[src/rtl/dmem_access_ctrl.sv]
// Data-memory access sequencer: arbitrates cpu (MEM stage) and loader/DMA ports onto a fixed-latency memory.
// Define DMEM_CTRL_PERF_EN to add the perf_stall_cycles / perf_dma_xfers counters.
module dmem_access_ctrl #(
  parameter int ADDR_W       = 32,
  parameter int DATA_W       = 32,
  parameter int LATENCY      = 2,
  parameter int STARVE_LIMIT = 4
) (
  input  logic              clock,
  input  logic              reset,
  input  logic              cpu_req,
  input  logic              cpu_we,
  input  logic [ADDR_W-1:0] cpu_addr,
  input  logic [DATA_W-1:0] cpu_wdata,
  output logic              cpu_stall,
  output logic              cpu_done,
  output logic [DATA_W-1:0] cpu_rdata,
  input  logic              dma_req,
  input  logic              dma_we,
  input  logic [ADDR_W-1:0] dma_addr,
  input  logic [DATA_W-1:0] dma_wdata,
  output logic              dma_gnt,
  output logic              dma_done,
  output logic [DATA_W-1:0] dma_rdata,
  output logic              mem_read,
  output logic              mem_write,
  output logic [ADDR_W-1:0] mem_addr,
  output logic [DATA_W-1:0] mem_wdata,
  input  logic [DATA_W-1:0] mem_rdata
`ifdef DMEM_CTRL_PERF_EN
  ,
  output logic [31:0]       perf_stall_cycles,
  output logic [31:0]       perf_dma_xfers
`endif
);

  localparam int CW = (LATENCY > 1) ? $clog2(LATENCY) : 1;
  localparam int SW = $clog2(STARVE_LIMIT + 1);
  localparam logic [CW-1:0] CNT_INIT   = CW'(LATENCY - 1);
  localparam logic [SW-1:0] STARVE_MAX = SW'(STARVE_LIMIT);

  typedef enum logic [1:0] {S_IDLE, S_BUSY, S_RESP} state_t;

  state_t            r_state;
  state_t            w_next_state;
  logic              w_accept;
  logic              w_dma_win;
  logic              w_we_sel;
  logic [ADDR_W-1:0] w_addr_sel;
  logic [DATA_W-1:0] w_wdata_sel;

  logic [CW-1:0]     r_cnt;
  logic [SW-1:0]     r_starve;
  logic              r_owner_dma;
  logic              r_we;
  logic              r_mem_read;
  logic              r_mem_write;
  logic [ADDR_W-1:0] r_mem_addr;
  logic [DATA_W-1:0] r_mem_wdata;
  logic              r_cpu_done;
  logic              r_dma_done;
  logic [DATA_W-1:0] r_cpu_rdata;
  logic [DATA_W-1:0] r_dma_rdata;

  always_ff @(posedge clock or negedge reset) begin
    if (!reset) r_state <= S_IDLE;
    else        r_state <= w_next_state;
  end

  always_comb begin
    w_next_state = r_state;
    w_accept     = 1'b0;
    w_dma_win    = dma_req & (~cpu_req | (r_starve == STARVE_MAX));
    case (r_state)
      S_IDLE: begin
        if (cpu_req | dma_req) begin
          w_accept     = 1'b1;
          w_next_state = S_BUSY;
        end
      end
      S_BUSY:  if (r_cnt == '0) w_next_state = S_RESP;
      S_RESP:  w_next_state = S_IDLE;
      default: w_next_state = S_IDLE;
    endcase
  end

  assign w_we_sel    = w_dma_win ? dma_we    : cpu_we;
  assign w_addr_sel  = w_dma_win ? dma_addr  : cpu_addr;
  assign w_wdata_sel = w_dma_win ? dma_wdata : cpu_wdata;

  always_ff @(posedge clock or negedge reset) begin
    if (!reset) begin
      r_cnt       <= '0;
      r_owner_dma <= 1'b0;
      r_we        <= 1'b0;
      r_mem_read  <= 1'b0;
      r_mem_write <= 1'b0;
      r_mem_addr  <= '0;
      r_mem_wdata <= '0;
      r_cpu_done  <= 1'b0;
      r_dma_done  <= 1'b0;
      r_cpu_rdata <= '0;
      r_dma_rdata <= '0;
    end else begin
      r_cpu_done <= 1'b0;
      r_dma_done <= 1'b0;
      if (w_accept) begin
        r_owner_dma <= w_dma_win;
        r_we        <= w_we_sel;
        r_mem_addr  <= w_addr_sel;
        r_mem_wdata <= w_wdata_sel;
        r_mem_read  <= ~w_we_sel;
        r_mem_write <= w_we_sel;
        r_cnt       <= CNT_INIT;
      end else if (r_state == S_BUSY) begin
        if (r_cnt == '0) begin
          r_mem_read  <= 1'b0;
          r_mem_write <= 1'b0;
          r_cpu_done  <= ~r_owner_dma;
          r_dma_done  <= r_owner_dma;
          if (!r_we && r_owner_dma)  r_dma_rdata <= mem_rdata;
          if (!r_we && !r_owner_dma) r_cpu_rdata <= mem_rdata;
        end else begin
          r_cnt <= r_cnt - 1'b1;
        end
      end
    end
  end

  // Starvation counter: only counts cpu wins that actually made a waiting dma lose.
  always_ff @(posedge clock or negedge reset) begin
    if (!reset)                                   r_starve <= '0;
    else if (!dma_req)                            r_starve <= '0;
    else if (w_accept && w_dma_win)               r_starve <= '0;
    else if (w_accept && r_starve != STARVE_MAX)  r_starve <= r_starve + 1'b1;
  end

  assign cpu_stall = cpu_req & ~r_cpu_done;
  assign cpu_done  = r_cpu_done;
  assign cpu_rdata = r_cpu_rdata;
  assign dma_gnt   = w_accept & w_dma_win;
  assign dma_done  = r_dma_done;
  assign dma_rdata = r_dma_rdata;
  assign mem_read  = r_mem_read;
  assign mem_write = r_mem_write;
  assign mem_addr  = r_mem_addr;
  assign mem_wdata = r_mem_wdata;

`ifdef DMEM_CTRL_PERF_EN
  logic [31:0] r_perf_stall;
  logic [31:0] r_perf_dma;

  always_ff @(posedge clock or negedge reset) begin
    if (!reset) begin
      r_perf_stall <= '0;
      r_perf_dma   <= '0;
    end else begin
      if (cpu_stall && r_perf_stall != '1) r_perf_stall <= r_perf_stall + 1'b1;
      if (r_dma_done && r_perf_dma != '1)  r_perf_dma   <= r_perf_dma + 1'b1;
    end
  end

  assign perf_stall_cycles = r_perf_stall;
  assign perf_dma_xfers    = r_perf_dma;
`endif

endmodule
[config.mk]
export PLATFORM = sky130hd
export DESIGN_NAME = dmem_access_ctrl
export DESIGN_NICKNAME = d
export VERILOG_FILES = /design/src/rtl/dmem_access_ctrl.sv
export SDC_FILE = /design/constraint.sdc
export NUM_CORES = 1
export LEC_CHECK = 0
export ABC_AREA = 0
export BUFFER_PORTS_ARGS = -buffer_cell sky130_fd_sc_hd__buf_2
export CORE_MARGIN = 2
export CORE_UTILIZATION = 44
export CTS_BUF_LIST = sky130_fd_sc_hd__clkbuf_8
export CTS_CLUSTER_DIAMETER = 60
export CTS_CLUSTER_SIZE = 16
export DETAILED_ROUTE_END_ITERATION = 8
export PLACE_DENSITY = 0.79
export SLEW_MARGIN = 10
export SYNTH_ARGS = -nofsm -noshare
export SYNTH_HDL_FRONTEND = slang
export SYNTH_SLANG_ARGS = --single-unit
[constraint.sdc]
create_clock -name clock -period 1.8 [get_ports clock]
set_clock_uncertainty 0.05 [all_clocks]
set_input_delay 0.27 -clock clock [delete_from_list [all_inputs] [get_ports clock]]
set_output_delay 0.27 -clock clock [all_outputs]
set_load 0.05 [all_outputs]
# After elaboration in Yosys (flattened, before gate mapping)
# Index checks and enable logic that the tools add are counted.
dict set report word_totals {
  register_bits 140
  out_inout_bits 134
  inputBits 166
}
dict set report op_classes {
  n_reduce_logical 12
  n_eq_ne 7
  add_sub_neg 2
  n_bitwise 11
  mux 24
}
# cell n
set op_table {}
lappend op_table {{two-way mux 32 bit} 2}
lappend op_table {{two-way mux 1 bit} 16}
lappend op_table {{two-way mux 3 bit} 3}
lappend op_table {{AND reduction 4 bit} 2}
lappend op_table {{!= test 2 bit, second input constant} 3}
lappend op_table {{inverter 1 bit} 6}
lappend op_table {{logical AND 1 bit} 4}
lappend op_table {{two-way mux 2 bit} 2}
lappend op_table {{case mux 2 bit (2 select lines)} 1}
lappend op_table {{AND reduction 2 bit} 2}
lappend op_table {{adder 3 x 1 -> 3 bit, second input constant} 1}
lappend op_table {{bitwise AND 1 bit} 3}
lappend op_table {{equality test 3 bit, second input constant} 1}
lappend op_table {{!= test 3 x 1 -> 1 bit, second input constant} 1}
lappend op_table {{!= test 3 bit, second input constant} 1}
lappend op_table {{equality test 2 x 1 -> 1 bit, second input constant} 1}
lappend op_table {{logical NOT 1 bit} 2}
lappend op_table {{logical NOT 2 bit} 1}
lappend op_table {{bitwise OR 1 bit} 2}
lappend op_table {{nonzero test 2 bit} 1}
lappend op_table {{subtractor 1 bit, second input constant} 1}

# Depth between registers and ports, before layout
dict set report logic_depth {
  word_depth 7
  depth_mapped 7
}

# Worst setup path before layout
# No wires, ideal clock.
dict set report synth_path {
  path_kind {register -> register}
  start {register r_starve[0]}
  end {register r_mem_addr[0] (netlist: mem_addr[0])}
  stages_incl_launch_ff 8
  slack_ns 0.046
  required_ns 1.612
  synth_period_minus_slack_ns 1.754
  setup_time_ns 0.138
  t_arrival_ns 1.565
  path_cell_list {dfrtp_1 -> inv_1 -> ha_1 -> a21bo_2 -> and2_1 -> clkbuf_1 -> buf_1 -> o211ai_1}
}
dict set report synth_between {
  elab_chain_cells 4
}
# element line
set synth_lines {}
lappend synth_lines {{from (decl)} 53} ;# logic [SW-1:0] r_starve;
lappend synth_lines {{from (signal assigned)} 135} ;# else if (w_accept && r_starve != STARVE_MAX) r_starve <= r_starve + 1'b1;
lappend synth_lines {{equality test 3 bit} 73} ;# w_dma_win = dma_req & (~cpu_req | (r_starve == STARVE_MAX));
lappend synth_lines {{bitwise OR 1 bit} 73}
lappend synth_lines {{bitwise AND 1 bit} 73}
lappend synth_lines {{two-way mux 32 bit} 88} ;# assign w_addr_sel = w_dma_win ? dma_addr : cpu_addr;
lappend synth_lines {{to (signal assigned)} 110} ;# r_mem_addr <= w_addr_sel;
lappend synth_lines {{to (decl)} 58} ;# logic [ADDR_W-1:0] r_mem_addr;
# Every way passes these cells.
# A chain may end at the register's enable or synchronous reset.

# Worst setup path in the final report
dict set report layout_path {
  start {register r_starve[1]}
  end {output dma_gnt}
}
dict set report layout_between {
  elab_chain_cells 4
}
# element line
set layout_lines {}
lappend layout_lines {{equality test 3 bit} 73}
lappend layout_lines {{bitwise OR 1 bit} 73}
lappend layout_lines {{bitwise AND 1 bit} 73}
lappend layout_lines {{bitwise AND 1 bit} 141} ;# assign dma_gnt = w_accept & w_dma_win;
lappend layout_lines {{to (decl)} 22} ;# output logic dma_gnt,
# Every way passes these cells.

==> tab_implementation.tex <==
\begin{tabular}{lr}
\hline
Metric & Value \\
\hline
\multicolumn{2}{l}{\textbf{Worst setup path}} \\
\quad Capture point of the critical path & dma\_gnt \\
\quad Data arrival, critical path & between 1.5 and 2 ns \\
\quad Critical path start-end classification & flop to output pin \\
\quad Required time at the worst-slack endpoint & 1.48 ns \\
\quad Endpoint of the most critical register-to-register path & cpu\_rdata[2]\$\_DFFE\_PN0P\_ \\
\quad Worst r2r path cells & 5 \\
\quad Worst setup startpoint & r\_starve[1]\$\_DFFE\_PN0P\_ \\
\quad Crit start category & flop \\
\quad Beginning of the worst register-to-register path & r\_cnt\$\_DFFE\_PN0P\_ \\
\quad Critical Path Fanout Max & 2 \\
\quad Reg2reg setup slack & -0.02 ns \\
\quad Setup crit end kind & output pin \\
\multicolumn{2}{l}{\textbf{Routing}} \\
\quad Via density per instance & between 5 and 6 \\
\quad Vias & 6135 \\
\quad Antenna-violating nets left & 0 \\
\quad Post-DR wirelength/cell & approximately 19 um \\
\quad Drt total wl & around 20 mm \\
\quad DRC errors left & 0 \\
\quad Violation count after the first detailed-routing iteration & approximately 290 \\
\quad Iteration count of the initial detailed-routing pass & 4 \\
\multicolumn{2}{l}{\textbf{Logic synthesis}} \\
\quad Syn Inst Count & roughly 570 \\
\quad Netlist area before placement & roughly 0.0065 mm\^{}2 \\
\quad Yosys reg bits & 140 \\
\quad Synthesis Warnings & 0 \\
\quad Post-Synthesis Mean Instance Area & approximately 11 um\^{}2 \\
\quad Netlist cell types & 37 \\
\quad Net count after synthesis & 740 \\
\quad Register area share after synthesis & between 50\% and 60\% \\
\quad Largest cells by area after synthesis & sky130\_fd\_sc\_hd\_\_dfrtp\_1 (54\%), sky130\_fd\_sc\_hd\_\_o211ai\_1 (7.6\%), sky130\_fd\_sc\_hd\_\_mux2\_4 (7.0\%), sky130\_fd\_sc\_hd\_\_nand4\_1 (6.2\%), sky130\_fd\_sc\_hd\_\_mux2\_2 (5.6\%) \\
\quad Yosys top cell area share & roughly 54\% \\
\quad Largest area contributor in the synthesized netlist & sky130\_fd\_sc\_hd\_\_dfrtp\_1 \\
\multicolumn{2}{l}{\textbf{Die}} \\
\quad Die X & between 100 and 150 um \\
\quad Effective utilization at floorplan & $\sim$45\% \\
\quad Count of pins on the block boundary & 300 \\
\quad Total die area & approximately 0.016 mm\^{}2 \\
\quad Total number of placement rows & 44 \\
\quad Die boundary height & around 130 um \\
\quad Area of the core & 0.0144 mm\^{}2 \\
\multicolumn{2}{l}{\textbf{Global route}} \\
\quad Aggregate global routing overflow & 0 \\
\quad Vias in the first global route & around 6100 \\
\quad Largest net degree at the start of global routing & 57 \\
\quad First-pass GRT wire length & between 30 and 40 mm \\
\quad Number of antenna violations at the first check in global routing & 1 \\
\quad Overall global routing resource usage & between 20\% and 30\% \\
\multicolumn{2}{l}{\textbf{Clocking}} \\
\quad Clock tree from TritonCTS & done \\
\quad Clock slew at the register clock pins of the worst setup and hold paths & approximately 0.08 ns \\
\quad CTS sink cnt & between 100 and 150 \\
\quad Root buffer selected by CTS & sky130\_fd\_sc\_hd\_\_clkbuf\_8 \\
\quad Clock tree buffer depth & 2 \\
\quad Clock latency on the worst-skew pair & $\sim$0.43 ns \\
\quad Number of levels the H-tree was split into & 4 \\
\quad Number of buffers inserted during clock tree synthesis & 17 \\
\multicolumn{2}{l}{\textbf{STA}} \\
\quad Post-route minimum period & between 1.5 and 2 ns \\
\quad Worst hold slack & about 0.036 ns \\
\quad Worst slew margin relative to its limit & roughly 66\% \\
\quad Max Freq & $\sim$520 MHz \\
\quad Final worst path period share & 106\% \\
\quad Number of endpoints with negative hold slack in the final report & 0 \\
\quad Final setup margin & -0.107 ns \\
\quad Setup repair after global routing missed its margin & yes \\
\quad Measured slew at the worst slew-check pin & a little over 0.5 ns \\
\quad Final setup TNS & -0.369 ns \\
\quad Final setup viols & 22 \\
\quad Final Slew Violations & 0 \\
\multicolumn{2}{l}{\textbf{Finish}} \\
\quad Fill cell instance count of the final layout & roughly 1200 \\
\quad Multi-input gate area in the final layout & around 0.0028 mm\^{}2 \\
\quad Proportion of layout cells with a drive suffix above 1 & between 50 and 60\% \\
\quad Post-route cell area & 0.00905 mm\^{}2 \\
\quad Layout Nets & 1041 \\
\quad Area delta synth->final & 40.3\% \\
\quad Sequential Area & approximately 0.0035 mm\^{}2 \\
\quad Finished Layout Cells & approximately 1100 \\
\quad Core utilization of the finished layout & roughly 63\% \\
\multicolumn{2}{l}{\textbf{Place}} \\
\quad HPWL after detailed placement & approximately 13 mm \\
\quad Placed cells & 1019 \\
\quad Final Wtd Congestion & between 0.8 and 0.9 \\
\quad Post-placement worst setup slack & 0.0517 ns \\
\quad Number of port buffers & approximately 300 \\
\quad Placed inst area & approximately 0.0083 mm\^{}2 \\
\multicolumn{2}{l}{\textbf{Outcome}} \\
\quad Run status & complete, but fails checks \\
\quad Violations in the final reports & negative setup slack \\
\multicolumn{2}{l}{\textbf{Power and ir drop}} \\
\quad Leakage & about 4.4 nW \\
\quad Total power density per cell area & roughly 2200 mW/mm\^{}2 \\
\quad Power consumption & slightly above 20 mW \\
\quad Worst IR Drop VDD & 1.25 mV \\
\multicolumn{2}{l}{\textbf{Min path}} \\
\quad Hold/Removal Path Class & primary input to flop \\
\multicolumn{2}{l}{\textbf{Job}} \\
\quad Maxcap violations & 0 \\
\hline
\end{tabular}
==> layout by cell type, fill, tap and decap left out, types with 8 or more instances in the layout <==
cell type                       netlist  layout
sky130_fd_sc_hd__buf_4                3      21
sky130_fd_sc_hd__nand3_1             66      66
sky130_fd_sc_hd__o21ai_0             68      68
sky130_fd_sc_hd__dlygate4sd3_1        0       8
sky130_fd_sc_hd__mux2_4              30      62
sky130_fd_sc_hd__o211ai_1            65      65
sky130_fd_sc_hd__buf_12               0      13
sky130_fd_sc_hd__clkbuf_8             0      18
sky130_fd_sc_hd__dfrtp_1            140     140
sky130_fd_sc_hd__nand4_1             64      64
sky130_fd_sc_hd__buf_2                2     297
==> worst min-delay path by stage <==
stage,depth (start not counted),slack [ns],to,from
2_1_floorplan,0,-0.08,cpu_done$_DFF_PN0_,reset
3_3_place_gp,1,0.16,dma_rdata[0]$_DFFE_PN0P_,reset
3_5_place_dp,1,0.16,dma_rdata[9]$_DFFE_PN0P_,reset
4_1_cts,2,0.0001,dma_rdata[15]$_DFFE_PN0P_,mem_rdata[15]
5_1_grt,2,0.0004,dma_rdata[2]$_DFFE_PN0P_,mem_rdata[2]
6_report,2,0.04,cpu_rdata[24]$_DFFE_PN0P_,mem_rdata[24]
==> final cells by class <==
| type | count | share of cell area (%) |
|---|---|---|
| flip-flops and latches | 140 | 38.7 |
| multi-input cells | 364 | 31.1 |
| repair buffers | 346 | 23.1 |
| clock buffers | 18 | 2.74 |
| well taps | 184 | 2.54 |
| clock inverters | 13 | 1.59 |
| inverters | 4 | 0.166 |
| diodes | 1 | 0.0276 |
==> worst max-delay path, stage by stage (launching register included) <==
cell                      delay, ns
sky130_fd_sc_hd__dfrtp_1       0.36
sky130_fd_sc_hd__inv_1         0.08
sky130_fd_sc_hd__ha_4          0.17
sky130_fd_sc_hd__a21bo_4       0.20
sky130_fd_sc_hd__and3_4        0.20
sky130_fd_sc_hd__buf_8         0.15
==> cell usage after synthesis <==
cell type                  instances
sky130_fd_sc_hd__dfrtp_1         140
sky130_fd_sc_hd__o21ai_0          68
sky130_fd_sc_hd__nand3_1          66
sky130_fd_sc_hd__o211ai_1         65
sky130_fd_sc_hd__nand4_1          64
sky130_fd_sc_hd__clkbuf_1         50
sky130_fd_sc_hd__mux2_2           32
sky130_fd_sc_hd__mux2_4           30
sky130_fd_sc_hd__buf_1             6
sky130_fd_sc_hd__nand2_1           6
sky130_fd_sc_hd__nor2_1            4
sky130_fd_sc_hd__and3_1            3
sky130_fd_sc_hd__buf_4             3
sky130_fd_sc_hd__buf_6             3
sky130_fd_sc_hd__inv_1             3
sky130_fd_sc_hd__a21boi_0          2
sky130_fd_sc_hd__a21oi_1           2
sky130_fd_sc_hd__buf_2             2
sky130_fd_sc_hd__ha_1              2
sky130_fd_sc_hd__mux2_1            2
sky130_fd_sc_hd__nor2b_1           2
sky130_fd_sc_hd__o22ai_1           2
sky130_fd_sc_hd__a21bo_2           1
sky130_fd_sc_hd__a21o_1            1
sky130_fd_sc_hd__a311oi_1          1
sky130_fd_sc_hd__a31o_2            1
sky130_fd_sc_hd__a31oi_1           1
sky130_fd_sc_hd__a32o_1            1
sky130_fd_sc_hd__and2_1            1
sky130_fd_sc_hd__inv_2             1
sky130_fd_sc_hd__nand3b_1          1
sky130_fd_sc_hd__nand3b_4          1
sky130_fd_sc_hd__nor3_4            1
sky130_fd_sc_hd__o22a_1            1
sky130_fd_sc_hd__or2_1             1
sky130_fd_sc_hd__or2_2             1
sky130_fd_sc_hd__or3b_4            1
==> metal layers <==
metal  vias up  track usage [%]  wire [um]  share of wire (%)
li1       2774                -          -                  -
met1      3015             31.6       8520                 42
met2       311             40.2       9790                 48
met3        35             7.74       1670                8.2
met4         0             9.15        442                2.2
met5         -                0          0                  0
==> power breakdown <==
| part | switching (mW) | leakage (nW) | internal (mW) | total (mW) |
|---|---|---|---|---|
| logic | 8.36 | 2.47 | 3.67 | 12.0 |
| registers | 0.889 | 1.70 | 4.71 | 5.60 |
| clock network | 1.25 | 0.199 | 1.27 | 2.53 |
| total | 10.5 | 4.37 | 9.65 | 20.2 |
==> timing repair <==
action                                  CTS  global route
gates cloned                              0             3
hold endpoints to repair                 62             0
setup buffers                             4             4
gates resized for setup                   7            40
endpoints found under the setup margin    1            34
pin swaps                                 2             3
hold buffers                              8             0
==> registers in the layout, indices dropped and copies added, names as in the netlist <==
name         count
mem_read         1
dma_rdata       32
r_state          2
r_we             1
mem_wdata       32
mem_write        1
r_owner_dma      1
mem_addr        32
dma_done         1
r_cnt            1
r_starve         3
cpu_rdata       32
cpu_done         1
==> logic make-up (layout without fill, tap and decap cells) <==
group | Yosys count | in the layout | share of synthesized area, %
AND/OR/NAND/NOR | 152 | 152 | 13.5
other | 0 | 1 | 0
multiplexers | 64 | 64 | 12.9
adder cells (fa/ha/maj) | 2 | 2 | 0.388
buffers and inverters | 68 | 381 | 4.52
AO/OA/AOI/OAI | 146 | 146 | 14.3
flip-flops | 140 | 140 | 54.3
Note: power is estimated with default switching activity, not from simulation.
